**src/rtl/zspi_kbdmus.sv**
```systemverilog
// zspi_kbdmus: SPI-slave receiver for keyboard-matrix, mouse and Kempston-joystick
// packets from the board AVR. It produces parallel data plus one-cycle strobes in
// the fclk domain.
// Optional feature: define ZSPI_MISO_ECHO_EN to echo the last completed byte of the
// previous transaction on spido. When the macro is not defined, spido is tied to 1.
module zspi_kbdmus (
  input  logic        fclk,
  input  logic        rst,
  input  logic        spick,
  input  logic        spics_n,
  input  logic        spidi,
  output logic        spido,
  output logic [39:0] kbd_out,
  output logic        kbd_stb,
  output logic [7:0]  mus_out,
  output logic        mus_xstb,
  output logic        mus_ystb,
  output logic        mus_btnstb,
  output logic        kj_stb
);

  typedef enum logic [2:0] {StIdle, StCmd, StKbd, StMbyte, StSkip} state_t;

  // Mouse/joystick command codes, latched during CMD
  typedef enum logic [1:0] {MusX, MusY, MusBtn, MusKj} mcmd_t;

  logic [2:0] ck_s;   // [1:0] synchronizer, [2] edge-detect history
  logic [2:0] cs_s;
  logic [1:0] di_s;

  state_t      state;
  mcmd_t       mcmd;
  logic [2:0]  bit_cnt;
  logic [2:0]  byte_cnt;
  logic [6:0]  sr;       // bits already received in the current byte
  logic [31:0] shadow;   // keyboard bytes 0..3; byte 4 goes straight to kbd_out

  logic       ck_rise;
  logic       cs_fall;
  logic       cs_rise;
  logic       byte_done;
  logic [7:0] rx_byte;

  // Synchronize the asynchronous SPI pins and keep one extra stage for edge detection
  always_ff @(posedge fclk or posedge rst) begin
    if (rst) begin
      ck_s <= 3'b000;
      cs_s <= 3'b111;
      di_s <= 2'b00;
    end else begin
      ck_s <= {ck_s[1:0], spick};
      cs_s <= {cs_s[1:0], spics_n};
      di_s <= {di_s[0], spidi};
    end
  end

  // Edge decode. A chip-select edge masks a spick edge that arrives in the same cycle.
  always_comb begin
    ck_rise   = ck_s[1] & ~ck_s[2];
    cs_fall   = ~cs_s[1] & cs_s[2];
    cs_rise   = cs_s[1] & ~cs_s[2];
    rx_byte   = {sr, di_s[1]};
    byte_done = ck_rise & ~cs_rise & ~cs_fall & (state != StIdle) & (bit_cnt == 3'd7);
  end

  // Receive FSM. It owns the counters, the shadow, the data outputs and the strobes.
  always_ff @(posedge fclk or posedge rst) begin
    if (rst) begin
      state      <= StIdle;
      mcmd       <= MusX;
      bit_cnt    <= 3'd0;
      byte_cnt   <= 3'd0;
      sr         <= 7'd0;
      shadow     <= 32'd0;
      kbd_out    <= 40'd0;
      mus_out    <= 8'd0;
      kbd_stb    <= 1'b0;
      mus_xstb   <= 1'b0;
      mus_ystb   <= 1'b0;
      mus_btnstb <= 1'b0;
      kj_stb     <= 1'b0;
    end else begin
      kbd_stb    <= 1'b0;
      mus_xstb   <= 1'b0;
      mus_ystb   <= 1'b0;
      mus_btnstb <= 1'b0;
      kj_stb     <= 1'b0;
      if (cs_rise) begin
        state    <= StIdle;
        bit_cnt  <= 3'd0;
        byte_cnt <= 3'd0;
      end else if (cs_fall) begin
        state    <= StCmd;
        bit_cnt  <= 3'd0;
        byte_cnt <= 3'd0;
        shadow   <= 32'd0;
      end else if (ck_rise && state != StIdle) begin
        sr      <= rx_byte[6:0];
        bit_cnt <= bit_cnt + 3'd1;
        if (byte_done) begin
          unique case (state)
            StCmd: begin
              byte_cnt <= 3'd0;
              case (rx_byte)
                8'h10:   state <= StKbd;
                8'h20:   begin mcmd <= MusX;   state <= StMbyte; end
                8'h21:   begin mcmd <= MusY;   state <= StMbyte; end
                8'h22:   begin mcmd <= MusBtn; state <= StMbyte; end
                8'h30:   begin mcmd <= MusKj;  state <= StMbyte; end
                default: state <= StSkip;
              endcase
            end
            StKbd: begin
              case (byte_cnt)
                3'd0:    shadow[7:0]   <= rx_byte;
                3'd1:    shadow[15:8]  <= rx_byte;
                3'd2:    shadow[23:16] <= rx_byte;
                3'd3:    shadow[31:24] <= rx_byte;
                default: ;
              endcase
              if (byte_cnt == 3'd4) begin
                kbd_out <= {rx_byte, shadow};
                kbd_stb <= 1'b1;
                state   <= StSkip;
              end else begin
                byte_cnt <= byte_cnt + 3'd1;
              end
            end
            StMbyte: begin
              mus_out <= rx_byte;
              unique case (mcmd)
                MusX:   mus_xstb   <= 1'b1;
                MusY:   mus_ystb   <= 1'b1;
                MusBtn: mus_btnstb <= 1'b1;
                MusKj:  kj_stb     <= 1'b1;
              endcase
              state <= StSkip;
            end
            default: ;
          endcase
        end
      end
    end
  end

`ifdef ZSPI_MISO_ECHO_EN
  logic [7:0] last_byte;  // last completed byte in any transaction
  logic [6:0] tx_sr;      // remaining echo bits; ones shift in behind them
  logic       ck_fall;

  always_comb ck_fall = ~ck_s[1] & ck_s[2];

  // MISO echo: load at CS fall, then shift on each spick fall, MSB first
  always_ff @(posedge fclk or posedge rst) begin
    if (rst) begin
      last_byte <= 8'hFF;
      tx_sr     <= 7'h7F;
      spido     <= 1'b1;
    end else begin
      if (byte_done) last_byte <= rx_byte;
      if (cs_rise) begin
        spido <= 1'b1;
        tx_sr <= 7'h7F;
      end else if (cs_fall) begin
        spido <= last_byte[7];
        tx_sr <= last_byte[6:0];
      end else if (ck_fall && state != StIdle) begin
        spido <= tx_sr[6];
        tx_sr <= {tx_sr[5:0], 1'b1};
      end
    end
  end
`else
  assign spido = 1'b1;
`endif

endmodule

```
**config.mk**
```make
export PLATFORM = sky130hd
export DESIGN_NAME = zspi_kbdmus
export DESIGN_NICKNAME = d
export VERILOG_FILES = /design/src/rtl/zspi_kbdmus.sv
export SDC_FILE = /design/constraint.sdc
export NUM_CORES = 1
export LEC_CHECK = 0
export ABC_AREA = 1
export CORE_MARGIN = 2
export CORE_UTILIZATION = 49
export CTS_CLUSTER_DIAMETER = 200
export CTS_CLUSTER_SIZE = 28
export DETAILED_ROUTE_END_ITERATION = 12
export GPL_ROUTABILITY_DRIVEN = 0
export PLACE_DENSITY_LB_ADDON = 0.1
export SYNTH_ARGS = -nofsm -noshare
export SYNTH_HDL_FRONTEND = slang
export SYNTH_SLANG_ARGS = --single-unit
```
**constraint.sdc**
```tcl
create_clock -name fclk -period 4 [get_ports fclk]
set_input_delay 1 -clock fclk [delete_from_list [all_inputs] [get_ports fclk]]
set_output_delay 1 -clock fclk [all_outputs]
set_load 0.01 [all_outputs]
```
==> run summary, run 1 <==
Tcrit/Tclk final: 60.2%
Worst r2r src: cs_s[2]
Worst-path maximum fanout: 49
WHS Endpoint: di_s[1]
CTS Buf Count: 9
TNS Setup: 0 ns
Post-CTS sizing: 0
Slew HR: 42.2%
DR DRC count: 0
Power Density: 420 mW/mm2
Tmin final: 2.41 ns
Root buffer cell: clkbuf_8
Die ar.: 0.00996 mm2
Max Cap Violations: 0
Post-place instance area: 0.00513 mm2
Clk slew on worst S/H paths: 0.11 ns
Critical path, cell by cell: inv_1, ha_1, inv_2, nand2_1, nor2_2, nand3_2, inv_2, nand3_2, buf_4, inv_2, nand2_1, nand2_1
1st-iter DRT viols: 150
I/O pins: 59
Ant diodes: 0
Post-DP HPWL: 5920 um
Final nets: 559
Hold Path Stages: 0
Total vias in the final route: 3311
# hold bufs at CTS: 0
Share of layout cells above drive strength 1: 7.27%
Clock Skews: 0.0134 ns
Die width: 99.8 um
Cells after Synth: 491
# port buffers: 57
RR Endpoint: kbd_out[14]
Worst Min Path Start: di_s[0]
Site Rows: 34
Worst hold path type: reg2reg
CTS sink count: 111
DRT antenna net count: 0
Critical path class: reg2reg
Largest stage delay on the critical path: 0.55 ns
Final hold vios: 0
Critical path's slowest cell: dfstp_2
Maximum number of pins on one net before global-route repair: 73
Non-filler cells, final: 658
Maximum VDD drop: 0.244 mV
Routed wire length: 8760 um
Setup Buffers After CTS: 0
Leak pwr: 2.62 nW
Mapped cell area: 0.00450 mm2
Worst-skew pair later-pin latency: 0.37 ns
Chip height: 99.8 um
FF-to-FF path depth: 12
Gr ovfl total: 0
Reg2Reg Setup Slack: 1.59 ns
Post-synth top area share: 60.1%
Tot GR Track Use: 19.2%
DR pass1 iterations: 4
Area Growth Syn to Fin: 18.1%
Core Box Area: 0.00881 mm2
CTS H-tree lvls: 3
Cell Count Post-Placement: 642
Mean area per synthesized cell: 9.16 um2
Crit path capture type: flop
Slew Viols, Final: 0
Syn_nets: 505
Yosys top cell by area: dfrtp_1
FF+latch count, synth: 111
Arrival @ worst endpoint: 2.73 ns
Final setup vio count: 0
Fill count: 808
Vias in the first global route: 3130
First-pass GRT wire length: 15200 um
Seq/Total Area, Yosys: 61.9%
Main area contributors after synthesis: dfrtp_1 (60%), nand2_1 (17%), o21ai_0 (3.9%), o21ai_1 (2.8%), ha_1 (2.5%)
Seq. cell area: 0.00278 mm2
FMAX: 415 MHz
Worst EP required: 4.32 ns
Multi-input logic area: 0.00150 mm2
Largest buffer count on any clock path: 2
Post-synth cell types: 24
Status: finished clean
WL/cell: 13.3 um
Critical Path Source Type: flop
Synth Warn #: 0
Least-Margin Pin Slew: 0.866 ns
Via-to-Cell Ratio: 5.03
Post-route cell area: 0.00531 mm2
Initial antenna violation count: 0
TritonCTS clock tree: built
Starting density of the core: 51.1%
RSZ-0062 raised after global routing: false
## worst max-delay path, delay by kind of cell (launching register included)
kind                       cells  cell delay, ns
buffers and inverters          5            0.99
DFF                            1            0.55
and+or+nand+nor                6            0.55
adders and majority gates      1            0.23
## kinds of logic after synthesis
kind of cell             Yosys count  share of synthesized area, %
AO/OA/AOI/OAI                     63                          7.13
buffers and inverters             49                          4.84
adder cells (fa/ha/maj)            9                          2.50
other                              1                        0.0834
flip-flops                       111                          61.9
AND/OR/NAND/NOR                  258                          23.6
## per-stage QoR
| stage | setup slack (ns) | hold WS (ns) | total power [mW] | util [%] |
|---|---|---|---|---|
| 2_1_floorplan | 0.0743 | 0.331 | 1.53 | - |
| 4_1_cts | 1.57 | 0.364 | 2.25 | 60.3 |
| 6_report | 1.59 | 0.361 | 2.23 | 60.3 |
| 3_5_place_dp | 1.53 | 0.340 | 1.63 | 58.3 |
| 5_1_grt | 1.35 | 0.365 | 2.36 | 60.3 |
| 3_3_place_gp | 1.57 | 0.336 | 1.62 | 58.3 |
## state kept, by name (all words and copies together), names as in the netlist
register,count
mus_ystb,1
cs_s,3
kbd_stb,1
mus_xstb,1
state,3
mcmd,2
mus_btnstb,1
kj_stb,1
sr,7
di_s,2
kbd_out,40
shadow,32
byte_cnt,3
mus_out,8
bit_cnt,3
ck_s,3
## power by group
group          internal, mW  leakage [nW]  switching (mW)
sequential             1.23          1.51          0.0723
clock                 0.237        0.0931           0.389
combinational        0.0946          1.02           0.212
total                  1.56          2.62           0.673
## cells in the final DEF, fill, tap and decap left out, drive strengths merged
master,n
dfstp,3
a21oi,1
o21a,1
o21ai,60
and2,1
nand2,210
conb,1
nand4,4
clkinv,3
nor3,5
o211ai,1
inv,34
ha,9
clkdlybuf4s50,57
nand3,22
nor2,16
clkbuf,10
buf,4
dfrtp,108
## synth_stat cells
cell and instances:
nand2_1 206, dfrtp_1 108, o21ai_0 35, inv_1 26, o21ai_1 25, nand3_1 16
nor2_1 14, buf_2 9, ha_1 9, nand3_2 6, clkbuf_1 5, inv_2 5
nor3_1 5, nand2_2 4, nand4_1 4, dfstp_2 3, buf_4 2, buf_6 2
nor2_2 2, a21oi_1 1, and2_1 1, conb_1 1, o211ai_1 1, o21a_1 1
## how the worst max path moves through the flow
stage	start	end	slack (ns)	cells past startpoint
3_3_place_gp	rst	kbd_out[8]	1.57	3
2_1_floorplan	rst	bit_cnt[0]	0.07	1
5_1_grt	cs_s[2]	kbd_out[14]	1.35	12
6_report	cs_s[2]	kbd_out[14]	1.59	12
3_5_place_dp	rst	kbd_out[24]	1.53	3
4_1_cts	cs_s[2]	kbd_out[14]	1.57	12
## final cells by class
cell class / instances / area share, %
multi-input cells: 331 / 28.2
repair buffers: 61 / 11.3
well taps: 108 / 2.54
flip-flops and latches: 111 / 52.4
inverters: 31 / 2.24
clock inverters: 6 / 0.966
clock buffers: 10 / 2.40
## per-layer routing
layer,share of wire (%),global-route usage [%],vias up
li1,-,-,1661
met1,48,28.1,1580
met2,48,29.9,60
met3,3.8,3.90,10
met4,0.84,4.74,0
met5,0,0,-
Power figures use the tool's default switching activity.
==> inputs of run 2 (changes only) <==
--- a/config.mk
+++ b/config.mk
@@ -7,7 +7,7 @@
 export LEC_CHECK = 0
 export ABC_AREA = 1
 export CORE_MARGIN = 2
-export CORE_UTILIZATION = 49
+export CORE_UTILIZATION = 50
 export CTS_CLUSTER_DIAMETER = 200
 export CTS_CLUSTER_SIZE = 28
 export DETAILED_ROUTE_END_ITERATION = 12
==> constraint.sdc (replaced) <==
create_clock -name fclk -period 2.5 [get_ports fclk]
set_input_delay 0.625 -clock fclk [delete_from_list [all_inputs] [get_ports fclk]]
set_output_delay 0.625 -clock fclk [all_outputs]
set_load 0.01 [all_outputs]
==> run summary, run 2 (synthesis gave the netlist of run 1 again) <==
Routed wire length: 9180 um (+4.8%)
Chip height: 98.8 um (-0.97%)
Ant diodes: 0 (unchanged)
DR DRC count: 0 (unchanged)
Cell Count Post-Placement: 645 (+0.47%)
GR peak layer: met2
Sw frac: 29.0% (-1.2 points)
Tmin final: 1.98 ns (-0.425 ns)
Worst hold path type: reg2reg
Grt met3 use: 4.33% (+0.43 points)
Worst-skew pair later-pin latency: 0.37 ns (about the same)
Die ar.: 0.00977 mm2 (-1.9%)
Area Growth Syn to Fin: 20.3%
Post-route cell area: 0.00541 mm2 (+1.8%)
Die width: 98.8 um (-0.97%)
Gr ovfl total: 0 (unchanged)
Critical Path Source Type: flop
Top reg by flops: kbd_out
Leak pwr: 2.66 nW (+1.5%)
Routing usage on met2: 31.1% (+1.1 points)
TNS Setup: 0 ns (unchanged)
Most frequent cells in the layout: nand2_1 (206), dfrtp_1 (108), clkdlybuf4s50_1 (57), o21ai_0 (35)
Initial antenna violation count: 0 (unchanged)
Maximum VDD drop: 0.429 mV (+76%)
Tcrit/Tclk final: 79.3% (+19 points)
Combinational share of power: 13.3% (-0.4 points)
Tot GR Track Use: 19.8% (+0.59 points)
# port buffers: 57 (unchanged)
CTS sink count: 111 (unchanged)
First-pass GRT wire length: 15400 um (+0.90%)
Clk slew on worst S/H paths: 0.11 ns (about the same)
Multi-input logic area: 0.00150 mm2 (unchanged)
DRT antenna net count: 0 (unchanged)
Pre-CTS WS: 0.518 ns (-1.01 ns)
Post-place instance area: 0.00518 mm2 (+0.95%)
Critical path class: reg2reg
Worst-path maximum fanout: 16 (-67%)
Maximum number of pins on one net before global-route repair: 80 (+9.6%)
1st-iter DRT viols: 210 (+40%)
Critical path, cell by cell: inv_1, ha_1, inv_2, nand2_1, nor2_2, nand3_2, nand2_2, nand3_2, nand2_1, o21ai_1
Vias in the first global route: 3110 (-0.64%)
Reg2Reg Setup Slack: 0.52 ns (-1.07 ns)
Clock Skews: 0.0142 ns (+0.000782 ns)
CP top delay family: simple AND/OR/NAND/NOR gates
Psw: 1.10 mW (+63%)
RSZ-0062 raised after global routing: false
Post-CTS sizing: 0 (unchanged)
Fill count: 753 (-6.8%)
Post-route setup slack: 0.518 ns (-1.07 ns)
TritonCTS clock tree: built
Root buffer cell: clkbuf_8
Largest register FFs: 40 (unchanged)
Largest registers: kbd_out: 40 flops, shadow: 32 flops, mus_out: 8 flops
Seq. cell area: 0.00278 mm2 (unchanged)
Clock share of power: 31.9% (+3.8 points)
Largest buffer count on any clock path: 2 (unchanged)
Final setup vio count: 0 (unchanged)
Final Hold Slack: 0.357 ns (-0.00362 ns)
Share of layout cells above drive strength 1: 7.96% (+0.68 points)
I/O pins: 59 (unchanged)
Most common cell after layout, fill and taps aside: nand2_1
Max Cap Violations: 0 (unchanged)
Slew Viols, Final: 0 (unchanged)
Non-filler cells, final: 661 (+0.46%)
Total vias in the final route: 3309 (-0.060%)
Power Internal: 2.69 mW (+73%)
WL/cell: 13.9 um (+4.3%)
Flop pwr share: 54.8% (-3.4 points)
Post-DP HPWL: 6180 um (+4.4%)
Site Rows: 34 (unchanged)
Arrival @ worst endpoint: 2.24 ns (-0.49 ns)
Setup Buffers After CTS: 0 (unchanged)
Status: finished clean
Overall power: 3.79 mW (+70%)
Via-to-Cell Ratio: 5.01 (-0.51%)
Worst EP required: 2.76 ns (-1.56 ns)
Util after Layout: 62.0% (+1.7 points)
Final hold vios: 0 (unchanged)
DR pass1 iterations: 4 (unchanged)
Core Box Area: 0.00872 mm2 (-0.97%)
Starting density of the core: 51.5% (+0.50 points)
Largest stage delay on the critical path: 0.54 ns (about the same)
M1 GR Usage: 27.9% (-0.29 points)
# hold bufs at CTS: 0 (unchanged)
Final nets: 562 (+0.54%)
FMAX: 504 MHz (+21%)
CTS H-tree lvls: 3 (unchanged)
Power Density: 701 mW/mm2 (+67%)
Crit path capture type: flop
CTS Buf Count: 9 (unchanged)
Buf+Inv Stages, Crit Path: 2 (-3)
Critical path's slowest cell: dfstp_2
## run 2: changes by cell type in the layout (fill, tap and decap cells not counted)
cell        previous run  this run
clkbuf_1               1         0
inv_4                  1         0
buf_4                  4         5
clkinvlp_4             0         1
buf_12                 0         2
bufinv_16              0         2
inv_6                  2         1
## run 2: power by group through the flow
stage | sequential [mW] | combinational, mW | clock (mW)
after floorplan | 2.08 | 0.367 | 0
after global placement | 2.11 | 0.485 | 0
after detailed placement | 2.11 | 0.504 | 0
after CTS | 2.08 | 0.510 | 1.23
after global routing | 2.10 | 0.583 | 1.30
final | 2.08 | 0.505 | 1.21
## run 2: worst paths after layout
kind | startpoint | to | cells past startpoint
max | cs_s[2] | shadow[1] | 10
min | ck_s[0] | ck_s[1] | 0
max reg2reg | cs_s[2] | shadow[1] | 10
min reg2reg | ck_s[0] | ck_s[1] | 0
max in group asynchronous | rst | cs_s[1] | 3
min in group asynchronous | rst | kbd_out[3] | 3
## run 2: cell type report
type / count / area share (%)
clock buffers: 9 / 2.29
clock inverters: 7 / 1.90
inverters: 31 / 2.22
multi-input cells: 331 / 27.7
flip-flops and latches: 111 / 51.4
well taps: 108 / 2.50
repair buffers: 64 / 12.0
## run 2: worst register-to-register path, stage by stage (launching register included)
cell and delay [ns]:
dfstp_2 0.54, inv_1 0.04, ha_1 0.22, inv_2 0.12
nand2_1 0.07, nor2_2 0.11, nand3_2 0.11, nand2_2 0.14
nand3_2 0.28, nand2_1 0.16, o21ai_1 0.08
## run 2: layer usage
layer,wire [um],up-vias,part of all wire (%)
met2,4300,66,47
li1,-,1655,-
met5,0,-,0
met4,141,0,1.5
met1,4350,1577,47
met3,381,11,4.2
==> inputs of run 3 (changes only) <==
--- a/config.mk
+++ b/config.mk
@@ -7,7 +7,7 @@
 export LEC_CHECK = 0
 export ABC_AREA = 1
 export CORE_MARGIN = 2
-export CORE_UTILIZATION = 50
+export CORE_UTILIZATION = 49
 export CTS_CLUSTER_DIAMETER = 200
 export CTS_CLUSTER_SIZE = 28
 export DETAILED_ROUTE_END_ITERATION = 12
==> constraint.sdc (replaced) <==
create_clock -name fclk -period 1.7 [get_ports fclk]
set_input_delay 0.425 -clock fclk [delete_from_list [all_inputs] [get_ports fclk]]
set_output_delay 0.425 -clock fclk [all_outputs]
set_load 0.01 [all_outputs]
==> run summary, run 3 (synthesis gave the netlist of run 1 again) <==
I/O pins: 59 (unchanged)
Root buffer cell: clkbuf_8
Total vias in the final route: 3488 (+5.4%)
Arrival @ worst endpoint: 2.10 ns (-0.14 ns)
Fill count: 721 (-4.2%)
Chip height: 99.8 um (+0.98%)
CTS Buf Count: 9 (unchanged)
Critical path class: reg2reg
Multi-input logic area: 0.00180 mm2 (+21%)
Final setup vio count: 82 (+82)
TritonCTS clock tree: built
Die ar.: 0.00996 mm2 (+2.0%)
Leak pwr: 3.16 nW (+19%)
Final nets: 588 (+4.6%)
GR peak layer: met2
FMAX: 547 MHz (+8.4%)
Seq. cell area: 0.00278 mm2 (unchanged)
Die width: 99.8 um (+0.98%)
CTS sink count: 111 (unchanged)
Worst hold path type: reg2reg
Tmin final: 1.83 ns (-0.154 ns)
Post-DP HPWL: 6530 um (+5.7%)
Power Density: 906 mW/mm2 (+29%)
Top reg by flops: kbd_out
Routing usage on met2: 33.8% (+2.8 points)
Maximum number of pins on one net before global-route repair: 49 (-39%)
Max Cap Violations: 0 (unchanged)
Worst-path maximum fanout: 5 (-11)
Overall power: 5.40 mW (+42%)
Most frequent cells in the layout: nand2_1 (165), dfrtp_1 (108), dlygate4sd2_1 (52), nand2_2 (37), o21ai_1 (36)
Final hold vios: 0 (unchanged)
Worst EP required: 1.97 ns (-0.79 ns)
Tot GR Track Use: 20.8% (+0.93 points)
Clk slew on worst S/H paths: 0.10 ns (about the same)
Ant diodes: 0 (unchanged)
Slew Viols, Final: 0 (unchanged)
WL/cell: 14.9 um (+7.2%)
Grt met3 use: 5.29% (+0.97 points)
FF-to-FF path depth: 12 (+2)
RSZ-0062 raised after global routing: true
Share of layout cells above drive strength 1: 22.5% (+15 points)
Largest buffer count on any clock path: 2 (unchanged)
# port buffers: 57 (unchanged)
Failing checks: negative setup slack
Gr ovfl total: 0 (unchanged)
Clock Skews: 0.0167 ns (+0.00250 ns)
Critical Path Source Type: flop
Worst-skew pair later-pin latency: 0.38 ns (about the same)
First-pass GRT wire length: 16200 um (+5.2%)
Post-route setup slack: -0.128 ns (-0.646 ns)
DR pass1 iterations: 5 (+1)
Tcrit/Tclk final: 108% (+28 points)
Status: complete, but fails checks
Core Box Area: 0.00881 mm2 (+0.98%)
Area Growth Syn to Fin: 32.5%
1st-iter DRT viols: 173 (-18%)
Maximum VDD drop: 0.513 mV (+20%)
Crit path capture type: flop
Final Hold Slack: 0.360 ns (+0.00297 ns)
M1 GR Usage: 27.8% (-0.082 points)
DRT antenna net count: 0 (unchanged)
Initial antenna violation count: 0 (unchanged)
Starting density of the core: 51.1% (-0.50 points)
Via-to-Cell Ratio: 5.08 (+1.6%)
CTS H-tree lvls: 3 (unchanged)
Hold Path Stages: 0 (unchanged)
Vias in the first global route: 3308 (+6.4%)
Site Rows: 34 (unchanged)
Largest register FFs: 40 (unchanged)
DR DRC count: 0 (unchanged)
Largest registers: kbd_out: 40 flops, shadow: 32 flops, mus_out: 8 flops
Routed wire length: 10200 um (+11%)
Most common cell after layout, fill and taps aside: nand2_1
==> run 3: repair_timing <==
item | 4_1_cts | 5_1_grt
gates resized for setup | 97 | 65
hold buffers | 0 | 0
pin swaps | 1 | 22
setup endpoints to repair | 138 | 96
setup buffers | 0 | 3
cloned | 1 | 7
==> run 3: stage by stage <==
stage / std cells / utilization [%] / TNS (ns) / cell area (um2) / worst slack, ns
floorplan: 491 / - / -7.47 / 4550 / -0.0660
global placement: 660 / 60.7 / -2.15 / 5350 / -0.0594
detailed placement: 660 / 60.7 / -6.06 / 5350 / -0.117
CTS: 676 / 63.4 / -2.80 / 5580 / -0.0731
global route: 686 / 67.7 / -15.18 / 5960 / -0.219
finish: 686 / 67.7 / -5.18 / 5960 / -0.128
==> run 3: cell type report <==
type,count,area share (%)
repair buffers,88,15.6
multi-input cells,333,30.3
well taps,108,2.27
inverters,31,2.29
flip-flops and latches,111,46.7
clock buffers,10,2.14
clock inverters,5,0.714
==> run 3: worst max-delay path, cell delays in order, from the launching register on <==
cell and delay [ns]:
dfstp_2 0.55, inv_2 0.04, ha_4 0.16, inv_4 0.06
nand2_4 0.04, nor2_4 0.11, nand3_4 0.12, inv_4 0.11
buf_12 0.10, nand3_4 0.12, clkbuf_16 0.21, nand2_2 0.05
o21ai_1 0.06
==> run 3: path summary, 6_finish.rpt <==
kind | from | end | slack, ns
setup / recovery | cs_s[2] | mus_out[5] | -0.13
hold / removal | ck_s[0] | ck_s[1] | 0.36
setup reg to reg | cs_s[2] | mus_out[5] | -0.13
hold reg to reg | ck_s[0] | ck_s[1] | 0.36
max in group asynchronous | rst | cs_s[2] | 0.91
min in group asynchronous | rst | kbd_out[5] | 0.49
==> run 3: power by group <==
group / total [mW] / internal [mW] / switching, mW
registers: 3.09 / 2.88 / 0.205
logic: 0.866 / 0.295 / 0.571
clock network: 1.44 / 0.541 / 0.899
==> run 3: routing by layer <==
metal	share of wire (%)	up-vias
met2	49	66
met3	4.0	13
li1	-	1724
met1	45	1685
met5	0	-
met4	1.3	0
